$ cat src/rtl/conv_ctrl_sequencer_pkg.sv
// Shared types and defaults for the convolution control sequencer.
// Holds the state and error enums, the default widths and a state helper.
package conv_ctrl_sequencer_pkg;

    localparam int DEF_CH_W   = 4;
    localparam int DEF_TILE_W = 16;
    localparam int DEF_WDOG_W = 20;

    typedef enum logic [2:0] {
        ST_IDLE        = 3'd0,
        ST_VALID_PARAM = 3'd1,
        ST_LOAD_PARAM  = 3'd2,
        ST_LOAD_KERNEL = 3'd3,
        ST_PROCESS     = 3'd4,
        ST_IRQ         = 3'd5,
        ST_ERROR       = 3'd6
    } seqState_t;

    typedef enum logic [1:0] {
        ERR_NONE      = 2'd0,
        ERR_BAD_PARAM = 2'd1,
        ERR_TIMEOUT   = 2'd2
    } errCode_t;

    // The watchdog only runs while the sequencer waits on the datapath.
    function automatic logic isWaitState(input seqState_t state);
        return (state == ST_LOAD_KERNEL) || (state == ST_PROCESS);
    endfunction

endpackage

$ cat src/rtl/conv_ctrl_sequencer_if.sv
// Control/status bundle between a host controller and the sequencer.
// slave is the sequencer side, master the host side.
interface conv_ctrl_sequencer_if
    import conv_ctrl_sequencer_pkg::*;
#(
    parameter int CH_W   = DEF_CH_W,
    parameter int TILE_W = DEF_TILE_W
);
    logic              i_en;
    logic              i_flush;
    logic              i_abort;
    logic              i_param_valid;
    logic [CH_W-1:0]   i_num_ch;
    logic [TILE_W-1:0] i_num_tiles;
    logic              i_full;
    logic              i_done;
    logic              i_IRQEn;
    logic              i_IRQ_reg;
    logic              i_err_clr;

    logic              o_validate_param;
    logic              o_load_param;
    logic              o_clear_en;
    logic              o_set_IRQ;
    logic              o_set_err;
    logic              o_load_kernel;
    logic              o_next_load_kernel;
    logic              o_process;
    logic              o_next_process;
    logic              o_idle;
    logic [CH_W-1:0]   o_ch_idx;
    logic [TILE_W-1:0] o_tile_idx;
    logic [1:0]        o_err_code;

    modport slave (
        input  i_en, i_flush, i_abort, i_param_valid, i_num_ch, i_num_tiles,
               i_full, i_done, i_IRQEn, i_IRQ_reg, i_err_clr,
        output o_validate_param, o_load_param, o_clear_en, o_set_IRQ, o_set_err,
               o_load_kernel, o_next_load_kernel, o_process, o_next_process,
               o_idle, o_ch_idx, o_tile_idx, o_err_code
    );

    modport master (
        output i_en, i_flush, i_abort, i_param_valid, i_num_ch, i_num_tiles,
               i_full, i_done, i_IRQEn, i_IRQ_reg, i_err_clr,
        input  o_validate_param, o_load_param, o_clear_en, o_set_IRQ, o_set_err,
               o_load_kernel, o_next_load_kernel, o_process, o_next_process,
               o_idle, o_ch_idx, o_tile_idx, o_err_code
    );

endinterface

$ cat src/rtl/conv_ctrl_sequencer_wdog.sv
// Saturating inactivity watchdog: counts enabled cycles since the last clear
// and flags expiry once the counter is all ones.
module conv_wdog_timer
    import conv_ctrl_sequencer_pkg::*;
#(
    parameter int WDOG_W = DEF_WDOG_W
) (
    input  logic i_clk,
    input  logic i_reset_n,
    input  logic i_clear,
    input  logic i_enable,
    output logic o_expired
);

    logic [WDOG_W-1:0] r_count;
    logic              w_allOnes;

    assign w_allOnes = &r_count;
    assign o_expired = i_enable && w_allOnes;

    always_ff @(posedge i_clk) begin
        if (!i_reset_n) begin
            r_count <= '0;
        end else if (i_clear) begin
            r_count <= '0;
        end else if (i_enable && !w_allOnes) begin
            r_count <= r_count + WDOG_W'(1);
        end
    end

endmodule

$ cat src/rtl/conv_ctrl_sequencer.sv
// Job sequencer for a tiled convolution engine: walks channels and tiles,
// hands out kernel-load/process phases and raises IRQ or error strobes.
module conv_ctrl_sequencer
    import conv_ctrl_sequencer_pkg::*;
#(
    parameter int CH_W   = DEF_CH_W,
    parameter int TILE_W = DEF_TILE_W,
    parameter int WDOG_W = DEF_WDOG_W
) (
    input  logic                  i_clk,
    input  logic                  i_reset_n,
    conv_ctrl_sequencer_if.slave  bus
);

    seqState_t         r_state;
    seqState_t         w_nextState;
    errCode_t          r_errCode;
    logic [CH_W-1:0]   r_numCh;
    logic [CH_W-1:0]   r_chIdx;
    logic [TILE_W-1:0] r_numTiles;
    logic [TILE_W-1:0] r_tileIdx;

    logic w_abort;
    logic w_paramOk;
    logic w_lastTile;
    logic w_lastCh;
    logic w_jobEnd;
    logic w_wdogClear;
    logic w_wdogEnable;
    logic w_wdogExpired;
    logic w_errBadParam;
    logic w_errTimeout;
    logic w_enterValid;

    assign w_abort    = bus.i_abort && (r_state != ST_IDLE);
    assign w_paramOk  = bus.i_param_valid && (bus.i_num_ch != '0) && (bus.i_num_tiles != '0);
    assign w_lastTile = (r_tileIdx == r_numTiles - TILE_W'(1));
    assign w_lastCh   = (r_chIdx == r_numCh - CH_W'(1));
    assign w_jobEnd   = w_lastTile && w_lastCh;

    assign w_wdogClear  = (w_nextState != r_state) || bus.i_full || bus.i_done;
    assign w_wdogEnable = isWaitState(r_state);

    conv_wdog_timer #(
        .WDOG_W (WDOG_W)
    ) u_wdog (
        .i_clk     (i_clk),
        .i_reset_n (i_reset_n),
        .i_clear   (w_wdogClear),
        .i_enable  (w_wdogEnable),
        .o_expired (w_wdogExpired)
    );

    // Datapath handshakes win over the watchdog; abort and reset win over everything.
    always_comb begin
        w_nextState = r_state;
        case (r_state)
            ST_IDLE: begin
                if (bus.i_en) w_nextState = ST_VALID_PARAM;
            end
            ST_VALID_PARAM: begin
                w_nextState = w_paramOk ? ST_LOAD_PARAM : ST_IDLE;
            end
            ST_LOAD_PARAM: begin
                w_nextState = ST_LOAD_KERNEL;
            end
            ST_LOAD_KERNEL: begin
                if (bus.i_full)         w_nextState = ST_PROCESS;
                else if (w_wdogExpired) w_nextState = ST_ERROR;
            end
            ST_PROCESS: begin
                if (bus.i_done) begin
                    if (!w_jobEnd) begin
                        if (w_lastTile) w_nextState = ST_LOAD_KERNEL;
                    end else if (bus.i_IRQEn) begin
                        w_nextState = ST_IRQ;
                    end else begin
                        w_nextState = bus.i_flush ? ST_IDLE : ST_LOAD_KERNEL;
                    end
                end else if (w_wdogExpired) begin
                    w_nextState = ST_ERROR;
                end
            end
            ST_IRQ: begin
                if (!bus.i_IRQ_reg) w_nextState = bus.i_flush ? ST_IDLE : ST_LOAD_KERNEL;
            end
            ST_ERROR: begin
                if (bus.i_err_clr) w_nextState = ST_IDLE;
            end
            default: w_nextState = ST_IDLE;
        endcase
        if (w_abort)    w_nextState = ST_IDLE;
        if (!i_reset_n) w_nextState = ST_IDLE;
    end

    assign w_errBadParam = i_reset_n && (r_state == ST_VALID_PARAM) && !w_paramOk && !w_abort;
    assign w_errTimeout  = i_reset_n && (r_state != ST_ERROR) && (w_nextState == ST_ERROR);
    assign w_enterValid  = (r_state != ST_VALID_PARAM) && (w_nextState == ST_VALID_PARAM);

    always_ff @(posedge i_clk) begin
        if (!i_reset_n) begin
            r_state    <= ST_IDLE;
            r_errCode  <= ERR_NONE;
            r_numCh    <= '0;
            r_numTiles <= '0;
            r_chIdx    <= '0;
            r_tileIdx  <= '0;
        end else begin
            r_state <= w_nextState;

            if (w_enterValid)       r_errCode <= ERR_NONE;
            else if (w_errBadParam) r_errCode <= ERR_BAD_PARAM;
            else if (w_errTimeout)  r_errCode <= ERR_TIMEOUT;

            // Job geometry is frozen at LOAD_PARAM; later input changes are ignored.
            if (w_abort) begin
                r_chIdx   <= '0;
                r_tileIdx <= '0;
            end else if (r_state == ST_LOAD_PARAM) begin
                r_numCh    <= bus.i_num_ch;
                r_numTiles <= bus.i_num_tiles;
                r_chIdx    <= '0;
                r_tileIdx  <= '0;
            end else if ((r_state == ST_PROCESS) && bus.i_done) begin
                if (!w_lastTile) begin
                    r_tileIdx <= r_tileIdx + TILE_W'(1);
                end else if (!w_lastCh) begin
                    r_chIdx   <= r_chIdx + CH_W'(1);
                    r_tileIdx <= '0;
                end else begin
                    r_chIdx   <= '0;
                    r_tileIdx <= '0;
                end
            end
        end
    end

    // Strobes are suppressed while reset is held so an abandoned job leaves no trace.
    assign bus.o_set_err          = w_errBadParam || w_errTimeout;
    assign bus.o_set_IRQ          = i_reset_n && (r_state == ST_PROCESS) && (w_nextState == ST_IRQ);
    assign bus.o_clear_en         = i_reset_n && (r_state != ST_IDLE) && (w_nextState == ST_IDLE);
    assign bus.o_validate_param   = (w_nextState == ST_VALID_PARAM);
    assign bus.o_next_load_kernel = (w_nextState == ST_LOAD_KERNEL);
    assign bus.o_next_process     = (w_nextState == ST_PROCESS);
    assign bus.o_load_param       = (r_state == ST_LOAD_PARAM);
    assign bus.o_load_kernel      = (r_state == ST_LOAD_KERNEL);
    assign bus.o_process          = (r_state == ST_PROCESS);
    assign bus.o_idle             = (r_state == ST_IDLE);
    assign bus.o_ch_idx           = r_chIdx;
    assign bus.o_tile_idx         = r_tileIdx;
    assign bus.o_err_code         = r_errCode;

endmodule
$ cat src/flat_wrapper.sv
// flat-port wrapper written by rule: the top's interface ports become plain ports
module conv_ctrl_sequencer_flat import conv_ctrl_sequencer_pkg::*;
#(
    parameter int CH_W   = DEF_CH_W,
    parameter int TILE_W = DEF_TILE_W,
    parameter int WDOG_W = DEF_WDOG_W
)
  (i_clk, i_reset_n, bus_i_en, bus_i_flush, bus_i_abort, bus_i_param_valid, bus_i_num_ch, bus_i_num_tiles, bus_i_full, bus_i_done, bus_i_IRQEn, bus_i_IRQ_reg, bus_i_err_clr, bus_o_validate_param, bus_o_load_param, bus_o_clear_en, bus_o_set_IRQ, bus_o_set_err, bus_o_load_kernel, bus_o_next_load_kernel, bus_o_process, bus_o_next_process, bus_o_idle, bus_o_ch_idx, bus_o_tile_idx, bus_o_err_code);
  conv_ctrl_sequencer_if #(.CH_W(CH_W), .TILE_W(TILE_W)) bus_i ();
  input  logic i_clk;
  input  logic i_reset_n;
  input wire logic [$bits(bus_i.i_en)-1:0] bus_i_en;
  input wire logic [$bits(bus_i.i_flush)-1:0] bus_i_flush;
  input wire logic [$bits(bus_i.i_abort)-1:0] bus_i_abort;
  input wire logic [$bits(bus_i.i_param_valid)-1:0] bus_i_param_valid;
  input wire logic [$bits(bus_i.i_num_ch)-1:0] bus_i_num_ch;
  input wire logic [$bits(bus_i.i_num_tiles)-1:0] bus_i_num_tiles;
  input wire logic [$bits(bus_i.i_full)-1:0] bus_i_full;
  input wire logic [$bits(bus_i.i_done)-1:0] bus_i_done;
  input wire logic [$bits(bus_i.i_IRQEn)-1:0] bus_i_IRQEn;
  input wire logic [$bits(bus_i.i_IRQ_reg)-1:0] bus_i_IRQ_reg;
  input wire logic [$bits(bus_i.i_err_clr)-1:0] bus_i_err_clr;
  output wire logic [$bits(bus_i.o_validate_param)-1:0] bus_o_validate_param;
  output wire logic [$bits(bus_i.o_load_param)-1:0] bus_o_load_param;
  output wire logic [$bits(bus_i.o_clear_en)-1:0] bus_o_clear_en;
  output wire logic [$bits(bus_i.o_set_IRQ)-1:0] bus_o_set_IRQ;
  output wire logic [$bits(bus_i.o_set_err)-1:0] bus_o_set_err;
  output wire logic [$bits(bus_i.o_load_kernel)-1:0] bus_o_load_kernel;
  output wire logic [$bits(bus_i.o_next_load_kernel)-1:0] bus_o_next_load_kernel;
  output wire logic [$bits(bus_i.o_process)-1:0] bus_o_process;
  output wire logic [$bits(bus_i.o_next_process)-1:0] bus_o_next_process;
  output wire logic [$bits(bus_i.o_idle)-1:0] bus_o_idle;
  output wire logic [$bits(bus_i.o_ch_idx)-1:0] bus_o_ch_idx;
  output wire logic [$bits(bus_i.o_tile_idx)-1:0] bus_o_tile_idx;
  output wire logic [$bits(bus_i.o_err_code)-1:0] bus_o_err_code;
  assign bus_i.i_en = bus_i_en;
  assign bus_i.i_flush = bus_i_flush;
  assign bus_i.i_abort = bus_i_abort;
  assign bus_i.i_param_valid = bus_i_param_valid;
  assign bus_i.i_num_ch = bus_i_num_ch;
  assign bus_i.i_num_tiles = bus_i_num_tiles;
  assign bus_i.i_full = bus_i_full;
  assign bus_i.i_done = bus_i_done;
  assign bus_i.i_IRQEn = bus_i_IRQEn;
  assign bus_i.i_IRQ_reg = bus_i_IRQ_reg;
  assign bus_i.i_err_clr = bus_i_err_clr;
  assign bus_o_validate_param = bus_i.o_validate_param;
  assign bus_o_load_param = bus_i.o_load_param;
  assign bus_o_clear_en = bus_i.o_clear_en;
  assign bus_o_set_IRQ = bus_i.o_set_IRQ;
  assign bus_o_set_err = bus_i.o_set_err;
  assign bus_o_load_kernel = bus_i.o_load_kernel;
  assign bus_o_next_load_kernel = bus_i.o_next_load_kernel;
  assign bus_o_process = bus_i.o_process;
  assign bus_o_next_process = bus_i.o_next_process;
  assign bus_o_idle = bus_i.o_idle;
  assign bus_o_ch_idx = bus_i.o_ch_idx;
  assign bus_o_tile_idx = bus_i.o_tile_idx;
  assign bus_o_err_code = bus_i.o_err_code;
  conv_ctrl_sequencer #(.CH_W(CH_W), .TILE_W(TILE_W), .WDOG_W(WDOG_W)) u_core (.i_clk(i_clk), .i_reset_n(i_reset_n), .bus(bus_i));
endmodule
$ cat config.mk
export PLATFORM = sky130hd
export DESIGN_NAME = conv_ctrl_sequencer_flat
export DESIGN_NICKNAME = d
export VERILOG_FILES = /design/src/rtl/conv_ctrl_sequencer_pkg.sv /design/src/rtl/conv_ctrl_sequencer_if.sv /design/src/rtl/conv_ctrl_sequencer_wdog.sv /design/src/rtl/conv_ctrl_sequencer.sv /design/src/flat_wrapper.sv
export SDC_FILE = /design/constraint.sdc
export NUM_CORES = 1
export LEC_CHECK = 0
export CAP_MARGIN = 25
export CORE_ASPECT_RATIO = 1.4
export CORE_MARGIN = 2
export CORE_UTILIZATION = 54
export CTS_CLUSTER_SIZE = 8
export DETAILED_ROUTE_END_ITERATION = 10
export HOLD_SLACK_MARGIN = 0.12
export PLACE_DENSITY = 0.81
export SLEW_MARGIN = 20
export SYNTH_ARGS = -nofsm -noshare
export SYNTH_HDL_FRONTEND = slang
export SYNTH_SLANG_ARGS = --single-unit
$ cat constraint.sdc
create_clock -name i_clk -period 4.3 [get_ports i_clk]
set_input_delay 0.86 -clock i_clk [delete_from_list [all_inputs] [get_ports i_clk]]
set_output_delay 0.86 -clock i_clk [all_outputs]
set_load 0.01 [all_outputs]
==> impl_results.md, run 1 <==
* Vias per Instance at 5.77
* Initial antenna violation count at 0
* Max Freq at 228 MHz
* Fraction of registers with async set/reset at 0
* Post-Syn Nets at 542
* Max Cap Viol at 0
* Dpl cells at 672
* Setup violators final at 5
* Worst-case clock buffer depth at 2
* Inserted Clock Buffers at 9
* RSZ-0062 raised after global routing: true
* Hold-fix buffers, CTS at 0
* Final hold vios at 0
* Flop pwr share at 0.445
* Sum Neg Setup Slack at -0.296 ns
* Net Sw Power at 0.000392 W
* I/O Pins at 63
* Row cnt at 36
* Maximum vdd drop at 348 uV
* Cell internal pwr at 0.000991 W
* Hold path start: u_core.r_numCh[3]
* Die area at 7900 sq um
* Initial Util at 0.557
* R2R Setup Slk at 0.63 ns
* Core Region at 6980 sq um
* Switching Share at 0.284
* Critical path's slowest cell: or4_4
* Nets at 633
* Syn avg cell area at 7.68 sq um
* PwrDens at 269 nW/um^2
* Status: finished with violations
* Pins Over Slew Limit at 0
* Total power at 0.00138 W
* Slew HR at 0.524
* Port bufs at 62
* Final Worst Setup Slack at -0.0790 ns
* Share of cells above drive strength 1 at 0.163
* Clock power frac at 0.401
* Crit Path Max Fanout at 6
* Final instance count without filler cells at 697
* Synthesized area at 3890 sq um
* Crit path top cell by count: buf_4
* Worst skew pair latency at 0.37 ns
* Fillers at 536
* CTS tree: built
* Grt ovf at 0
* Slowest stage delay, CP at 0.55 ns
* Min cycle time layout at 4.38 ns
* Seq/Total Area, Yosys at 0.335
* Number of global-route vias before repair at 3995
* Clock Sink Count at 65
* Largest net degree at the start of global routing at 27
* Data arrival time of the worst path at 3.52 ns
* DR vias at 4023
* Crit Path Category: register to output pin
* Die Span Y at 104 um
* Slew of the pin with the lowest slew margin at 0.709 ns
* Final WL at 11.1 mm
* Failing checks: negative setup slack
* DR pass1 iterations at 6
* Global-route wire length before repair at 18.0 mm
* Number of synthesized register bits at 65
* HPWL Detailed at 8.03 mm
* Worst Setup SP: u_core.r_numTiles[1]
* Starting DRC count in detailed routing at 257
* Data required, critical path at 3.44 ns
* Post-synth EDFFs at 0
* Yosys cell types at 63
* CP Capture Type: output pin
* Clock skew at 0.0140 ns
* Routability congestion estimate at 0.931
* # H-tree levels at 3
* GRT Overall Usage at 0.293
* Post-detailed-route count of antenna-violating nets at 0
* Critical path launch point type: register
* Hold Path Class: register to register
* Area Growth Syn to Fin at 32.6%
* ANT cells at 0
* # DRC at 0
* Worst-path clk slew at 0.09 ns
* Clock root buffer master: clkbuf_8
* Ys flop type: dfxtp_1
* P_leak at 1.90 nW
* Die Wd at 75.7 um
* Routed length per instance at 15.9 um
* Syn Inst Count at 506
* Ys Warns at 0
* CP Cell Sequence: buf_6 -> nor4_4 -> buf_4 -> buf_4 -> mux2i_1 -> o22ai_1 -> o21ai_0 -> or4_4 -> or3_4 -> o21a_4 -> nor2_4 -> nor4_2 -> buf_2
* Final worst-path cycle share at 1.02
* Logic pwr share at 0.154
* Worst reg2reg startpoint: u_core.r_numTiles[1]
[flip-flops by register name, summed over array words and instances (netlist names)]
name / flops
u_core.u_wdog.r_count: 20
u_core.bus.o_tile_idx: 16
u_core.r_numTiles: 16
u_core.bus.o_ch_idx: 4
u_core.r_numCh: 4
u_core.r_state: 3
u_core.bus.o_err_code: 2
[synth_stat cells, types with 2 or more instances]
| cell | n | area [sq um] |
|---|---|---|
| o21ai_1 | 2 | 10.0 |
| clkbuf_1 | 16 | 60.1 |
| and2_1 | 4 | 25.0 |
| nand2_1 | 71 | 267 |
| nor3_1 | 13 | 65.1 |
| nor2b_1 | 4 | 25.0 |
| o21ai_0 | 13 | 65.1 |
| nor2_1 | 69 | 259 |
| or2_2 | 4 | 25.0 |
| xor2_1 | 28 | 245 |
| nand4_1 | 10 | 62.6 |
| and4_1 | 5 | 43.8 |
| o211ai_1 | 3 | 22.5 |
| mux2i_1 | 5 | 50.1 |
| ha_1 | 5 | 62.6 |
| nand3_1 | 25 | 125 |
| or3_1 | 5 | 31.3 |
| a31o_2 | 2 | 17.5 |
| and3_1 | 6 | 37.5 |
| o31a_1 | 4 | 35.0 |
| buf_1 | 2 | 7.51 |
| nor3b_1 | 2 | 15.0 |
| o21a_1 | 3 | 22.5 |
| nor4_1 | 12 | 75.1 |
| xnor2_1 | 27 | 236 |
| buf_2 | 7 | 35.0 |
| nand3b_1 | 5 | 37.5 |
| and3b_1 | 2 | 17.5 |
| a21oi_1 | 16 | 80.1 |
| a211oi_1 | 2 | 15.0 |
| dfxtp_1 | 65 | 1300 |
| a21boi_0 | 20 | 150 |
| inv_1 | 15 | 56.3 |
| nand2b_1 | 5 | 31.3 |
[worst max-delay path, delay by kind of cell, from the launching register on]
| kind | cells | cell delay, ns |
|---|---|---|
| AO/OA/AOI/OAI | 3 | 0.63 |
| AND/OR/NAND/NOR | 5 | 1.51 |
| flip-flops | 1 | 0.34 |
| multiplexers | 1 | 0.06 |
| buffers and inverters | 4 | 0.59 |
[metrics by stage]
stage	cell area (sq um)	hold slack (ns)	utilization	worst slack [ns]
floorplan	3890	0.456	-	0.351
global placement	4780	0.462	0.684	0.0411
detailed placement	4780	0.480	0.684	0.0250
CTS	5060	0.492	0.725	0.00458
global route	5150	0.521	0.738	-0.196
finish	5150	0.490	0.738	-0.0790
[what timing repair did]
action,CTS,global route
pin swaps,9,13
buffers inserted,6,3
setup endpoints to repair,5,6
gates resized for setup,24,22
[area by class of cell]
cell class,count,area [sq um],area share
clock buffer,9,124,0.0240
clock inverter,7,83.8,0.0163
inverter,15,56.3,0.0109
multi-input combinational,399,2520,0.489
sequential,65,1300,0.253
tap,95,119,0.0231
timing repair buffer,107,947,0.184
[placed cells by master (no fill, tap or decap), drive strengths merged, types with 2 or more instances in the layout]
master         count
nand2             71
nor2              70
dfxtp             65
clkdlybuf4s50     57
buf               49
xor2              28
xnor2             27
nand3             25
a21boi            20
inv               19
a21oi             16
o21ai             15
nor3              14
nor4              13
nand4             11
clkbuf            10
and3               7
and4               5
nand2b             5
nand3b             5
mux2i              5
or3                5
and2               5
ha                 5
or2                4
o31a               4
nor2b              4
o211ai             3
o21a               3
nor3b              2
a31o               2
a211oi             2
and3b              2
or4                2
[kinds of logic (layout without fill, tap and decap cells)]
family / count (synthesis) / count (layout) / synth area share
adders and majority gates: 5 / 5 / 0.0161
AOI/OAI and AO/OA: 81 / 81 / 0.144
xor gates and xnor gates: 55 / 55 / 0.124
and+or+nand+nor: 253 / 253 / 0.324
muxes: 5 / 5 / 0.0129
DFF: 65 / 65 / 0.335
buffers and inverters: 42 / 138 / 0.0451
[layer usage]
metal,track usage,vias to the layer above,part of all wire
met2,0.510,153,0.53
met3,0.0649,44,0.052
met1,0.317,1898,0.38
met5,0,-,0
met4,0.152,0,0.039
li1,-,1928,-
[worst paths after layout]
path	depth (start not counted)	endpoint
worst max-delay path	13	bus_o_next_process
worst min-delay path	2	u_core.r_numCh[3]
worst max register to register	15	u_core.u_wdog.r_count[4]
worst min register to register	2	u_core.r_numCh[3]
[power by group through the flow]
stage	registers [W]	clock network (W)	logic (W)
finish	0.000616	0.000554	0.000213
global route	0.000617	0.000594	0.000228
CTS	0.000615	0.000562	0.000196
detailed placement	0.000629	0	0.000185
global placement	0.000629	0	0.000181
floorplan	0.000625	0	0.000106
Note: power is estimated with default switching activity, not from simulation.
==> run 2: changes to the inputs <==
--- a/config.mk
+++ b/config.mk
@@ -13,6 +13,7 @@
 export DETAILED_ROUTE_END_ITERATION = 10
 export HOLD_SLACK_MARGIN = 0.12
 export PLACE_DENSITY = 0.81
+export REMOVE_ABC_BUFFERS = 1
 export SLEW_MARGIN = 20
 export SYNTH_ARGS = -nofsm -noshare
 export SYNTH_HDL_FRONTEND = slang
==> run 2 against run 1 <==
- the run now ends clean
- design area fell by 0.63%
- critical endpoint is now bus_o_set_err
- via count rose by 0.94%
- power fell by 2.4%
- setup slack improved by 0.18 ns
- critical path depth fell by 1
- highest routed layer unchanged
- register-to-register slack improved by 0.31 ns
- global-route usage fell by 0.64 points
- combinational power fell by 3%
==> impl_results.md, run 2 (synthesis gave the netlist of run 1 again) <==
* Final worst-path cycle share at 0.976
* Hold path start: u_core.r_numTiles[15]
* Data arrival time of the worst path at 3.34 ns
* Slew of the pin with the lowest slew margin at 0.697 ns
* DR vias at 4061
* Worst skew pair latency at 0.36 ns
* Final instance count without filler cells at 693
* Fillers at 544
* Clock root buffer master: clkbuf_8
* GRT Overall Usage at 0.287
* Pins Over Slew Limit at 0
* ANT cells at 0
* Area of the multi-input gates at 2530 sq um
* CP Capture Type: output pin
* Initial antenna violation count at 0
* Clock Sink Count at 65
* Maximum vdd drop at 325 uV
* Share of cells above drive strength 1 at 0.157
* Inserted Clock Buffers at 9
* Design area at 5120 sq um
* Slowest stage delay, CP at 0.47 ns
* CTS tree: built
* Starting DRC count in detailed routing at 302
* Met1 Routed Length at 4.09 mm
* Crit Path Category: primary input to output pin
* Most frequent cells in the layout: 71 x nand2_1, 68 x nor2_1, 62 x dfxtp_1
* Row cnt at 36
* Post-detailed-route count of antenna-violating nets at 0
* Crit Path Max Fanout at 3
* Initial Util at 0.557
* Number of flip-flops under the largest register name at 20
* Met2 WL post-DR at 5.91 mm
* Area Growth Syn to Fin at 31.7%
* P_leak at 1.88 nW
* Routed length per instance at 15.9 um
* HPWL Detailed at 7.90 mm
* Nets at 630
* Top layer in use: met4
* Worst-case clock buffer depth at 2
* Status: completed
* Die Wd at 75.7 um
* Hold-fix buffers, CTS at 0
* CP Cell Sequence: clkdlybuf4s50_1 -> nor4_1 -> buf_4 -> nand4_1 -> nand3_2 -> o21ai_0 -> a21oi_1 -> buf_4 -> a31oi_1 -> o211a_1 -> nand2b_1 -> clkdlybuf4s50_1
* Commonest non-fill, non-tap cell in the layout: nand2_1
* Grt ovf at 0
* Die area at 7900 sq um
* Slew HR at 0.531
* Worst Setup SP: bus_i_num_tiles[8]
* Final hold vios at 0
* Setup violators final at 0
* Worst reg2reg startpoint: u_core.r_numTiles[1]
* I/O Pins at 63
* DR pass1 iterations at 6
* Total area of sequential cells at 1310 sq um
* Met3 Routed Length at 573 um
* Critical path launch point type: primary input
* Worst-path clk slew at 0.07 ns
* # DRC at 0
* Min cycle time layout at 4.20 ns
* Number of global-route vias before repair at 3944
* Routability congestion estimate at 0.977
* Die Span Y at 104 um
* Hold Path Class: register to register
* Critical path's slowest cell: clkdlybuf4s50_1
* Largest net degree at the start of global routing at 28
* # H-tree levels at 3
* Global-route wire length before repair at 17.6 mm
* Most flops, register: u_core.u_wdog.r_count
* Final WL at 11.0 mm
* Data required, critical path at 3.44 ns
* Core Region at 6980 sq um
* Clock skew at 0.0123 ns
* Max Freq at 238 MHz
* Max Cap Viol at 0
* Dpl cells at 667
* Placed inst area at 4740 sq um
* PwrDens at 264 nW/um^2
* Vias per Instance at 5.86
* Port bufs at 62
[run 2: through the flow]
| step | hold slack (ns) | setup slack [ns] | power, W | TNS, ns | util |
|---|---|---|---|---|---|
| 2_1_floorplan | 0.456 | 0.407 | 0.000725 | 0 | - |
| 3_3_place_gp | 0.465 | -0.186 | 0.000808 | -0.548 | 0.679 |
| 3_5_place_dp | 0.472 | -0.225 | 0.000811 | -0.952 | 0.679 |
| 4_1_cts | 0.481 | -0.00348 | 0.00134 | -0.00348 | 0.720 |
| 5_1_grt | 0.507 | -0.0285 | 0.00139 | -0.0345 | 0.733 |
| 6_report | 0.476 | 0.102 | 0.00135 | 0 | 0.733 |
[run 2: where the power goes]
part	leakage [nW]	internal, W	switching (W)	total (W)
Sequential	0.525	0.000607	0.00000977	0.000617
Clock	0.0998	0.000283	0.000245	0.000527
Combinational	1.25	0.000102	0.000104	0.000206
Total	1.88	0.000992	0.000359	0.00135
[run 2: routing by layer]
| metal | track usage | vias to the layer above |
|---|---|---|
| met4 | 0.167 | 0 |
| met5 | 0 | - |
| met1 | 0.298 | 1915 |
| met2 | 0.512 | 166 |
| met3 | 0.0465 | 53 |
| li1 | - | 1927 |
[run 2: path summary, 6_finish.rpt]
kind	to	slack, ns	cells past startpoint
worst max-delay path	bus_o_set_err	0.10	12
worst min-delay path	u_core.r_numTiles[15]	0.48	2
worst max register to register	u_core.u_wdog.r_count[12]	0.94	14
worst min register to register	u_core.r_numTiles[15]	0.48	2
[run 2: final cells by class]
cell class	count	area share
tap	95	0.0232
inverter	15	0.0110
timing repair buffer	104	0.179
clock buffer	11	0.0276
multi-input combinational	399	0.494
clock inverter	4	0.0103
sequential	65	0.255
[run 2: worst max-delay path, delay by kind of cell]
| kind | cells | cell delay, ns |
|---|---|---|
| buf+inv | 4 | 1.23 |
| simple gates | 4 | 0.73 |
| compound gates | 4 | 0.52 |
[run 2: repair_timing]
action | 4_1_cts | 5_1_grt
pin swaps | 4 | 8
gates resized for setup | 30 | 18
setup endpoints to repair | 6 | 6
buffers inserted | 6 | 5
==> run 3: changes to the inputs <==
--- a/config.mk
+++ b/config.mk
@@ -12,7 +12,7 @@
 export CTS_CLUSTER_SIZE = 8
 export DETAILED_ROUTE_END_ITERATION = 10
 export HOLD_SLACK_MARGIN = 0.12
-export PLACE_DENSITY = 0.81
+export PLACE_DENSITY = 0.92
 export REMOVE_ABC_BUFFERS = 1
 export SLEW_MARGIN = 20
 export SYNTH_ARGS = -nofsm -noshare
==> run 3 against run 2 <==
- power is 5.7% lower
- sequential share of layout area is 0.086 points lower
- die area stayed put
- combinational power is 5% higher
- wire length is 8.5% higher
- register-to-register slack hardly changed
- clock skew hardly changed
- global-route usage is 0.75 points higher
- design area is 0.24% higher
- via count is 2.7% higher
- critical path depth stayed put
- final cell count is 0.43% lower
- largest cell class unchanged
==> impl_results.md, run 3 (synthesis gave the netlist of run 1 again) <==
* Hold path endpoint: u_core.r_numTiles[15]
* Grt ovf at 0
* Slowest stage delay, CP at 0.47 ns
* Pins Over Slew Limit at 0
* CP Capture Type: output pin
* DR pass1 iterations at 5
* Setup violators final at 0
* Inserted Clock Buffers at 9
* Number of flip-flops under the largest register name at 20
* Worst-case clock buffer depth at 2
* Maximum vdd drop at 235 uV
* Nets at 627
* Post-detailed-route count of antenna-violating nets at 0
* Total power at 0.00127 W
* Final WL at 12.0 mm
* Hold-fix buffers, CTS at 0
* Routed length per instance at 17.4 um
* Critical path launch point type: primary input
* # H-tree levels at 3
* CP Cell Sequence: clkdlybuf4s50_1 -> nor4_2 -> buf_4 -> nand4_1 -> nand3_1 -> o21ai_0 -> a21oi_2 -> buf_4 -> a31oi_1 -> o211a_1 -> nand2b_1 -> clkdlybuf4s50_1
* Slew of the pin with the lowest slew margin at 0.819 ns
* Slew HR at 0.450
* Final worst-path cycle share at 0.999
* Clock Sink Count at 65
* Crit Path Category: primary input to output pin
* PwrDens at 248 nW/um^2
* GRT Overall Usage at 0.294
* Min cycle time layout at 4.30 ns
* Routability congestion estimate at 0.904
* Largest net degree at the start of global routing at 24
* R2R Setup Slk at 0.94 ns
* RR Endpoint: u_core.bus.o_tile_idx[11]
* Clock root buffer master: clkbuf_8
* Worst reg2reg startpoint: u_core.r_numTiles[1]
* Die Span Y at 104 um
* Critical path's slowest cell: clkdlybuf4s50_1
* Clock skew at 0.0120 ns
* Share of cells above drive strength 1 at 0.163
* Commonest non-fill, non-tap cell in the layout: nand2_1
* Status: completed
* # DRC at 0
* DR vias at 4171
* Final Worst Setup Slack at 0.00301 ns
* Worst skew pair latency at 0.36 ns
* HPWL Detailed at 8.23 mm
* Vias per Instance at 6.04
* Initial Util at 0.557
* Most frequent cells in the layout: 71 x nand2_1, 67 x nor2_1, 63 x dfxtp_1
* Reg2reg path depth at 11
* Port bufs at 62
* Number of global-route vias before repair at 4084
* Max Cap Viol at 0
* RSZ-0062 raised after global routing: true
* Most flops, register: u_core.u_wdog.r_count
* I/O Pins at 63
* Worst-path clk slew at 0.07 ns
* P_leak at 1.87 nW
* Crit path max-delay family: buffers and inverters
* Global-route wire length before repair at 18.1 mm
* Final hold vios at 0
* Crit Path Max Fanout at 3
* CP bufs+invs at 4
* Starting DRC count in detailed routing at 554
* Data required, critical path at 3.44 ns
* Area Growth Syn to Fin at 32.1%
* Data arrival time of the worst path at 3.44 ns
* Setup WS pre-CTS at -0.0382 ns
* Hold path start: u_core.r_numTiles[15]
* Max Freq at 233 MHz
* CTS tree: built
* Initial antenna violation count at 0
* Hold Path Class: register to register
* Core Region at 6980 sq um
* Die Wd at 75.7 um
* ANT cells at 0
* Row cnt at 36
* Die area at 7900 sq um
* Hold Path Stages at 2
[run 3: cell count changes in the layout (fill, tap and decap cells not counted), moves of 2 or more]
cell and change:
clkdlybuf4s15_1 +2, a21oi_1 -2, clkinv_2 +3, buf_4 -5, a21oi_2 +2
[run 3: final cells by class]
class / count / area [sq um]
multi-input combinational: 399 / 2570
fill: 485 / 1850
sequential: 65 / 1300
timing repair buffer: 101 / 918
clock buffer: 9 / 124
tap: 95 / 119
inverter: 15 / 56.3
clock inverter: 6 / 36.3
[run 3: worst reg2reg max path, cell delays in order (launching register included)]
cell,delay (ns)
dfxtp_2,0.33
buf_4,0.15
nor4_4,0.32
buf_12,0.18
nand4_2,0.09
mux2i_2,0.28
a211oi_2,0.08
or4_4,0.54
or3_4,0.42
buf_4,0.17
nand3_1,0.54
nor2_1,0.13
[run 3: worst max-delay path by stage]
stage                                    start                     end  slack (ns)  cells after the start
final                       bus_i_num_tiles[0]           bus_o_set_err       0.003                     12
after floorplan           u_core.r_numTiles[0]  bus_o_next_load_kernel        0.41                     10
after CTS                 u_core.r_numTiles[1]          bus_o_clear_en       0.007                     13
after detailed placement   bus_i_num_tiles[11]      bus_o_next_process       -0.04                     10
after global routing      u_core.r_numTiles[3]      bus_o_next_process       -0.04                     12
after global placement     bus_i_num_tiles[11]      bus_o_next_process       -0.11                     10
[run 3: metal layers]
metal	global-route usage	share of wire	vias to the layer above
met5	0	0	-
met4	0.193	0.062	0
met3	0.0581	0.059	75
met2	0.506	0.52	227
met1	0.308	0.36	1955
li1	-	-	1914
[run 3: where the power goes]
| part | internal (W) | switching (W) | total, W |
|---|---|---|---|
| registers | 0.000607 | 0.00000973 | 0.000617 |
| logic | 0.000104 | 0.000112 | 0.000216 |
| clock network | 0.000202 | 0.000238 | 0.000440 |
| total | 0.000914 | 0.000360 | 0.00127 |
[run 3: timing repair]
action / CTS / global route
pin swaps: 3 / 4
setup buffers: 3 / 4
endpoints found under the setup margin: 5 / 6
resized for setup: 24 / 28
[run 3: per-stage QoR]
stage	area (sq um)	hold slack [ns]	setup TNS, ns	util	std cells
floorplan	3770	0.456	0	-	479
CTS	4970	0.489	0	0.712	686
global route	5130	0.514	-0.115	0.735	690
finish	5130	0.481	0	0.735	690
global placement	4760	0.466	-0.225	0.682	668
detailed placement	4760	0.479	-0.0678	0.682	668
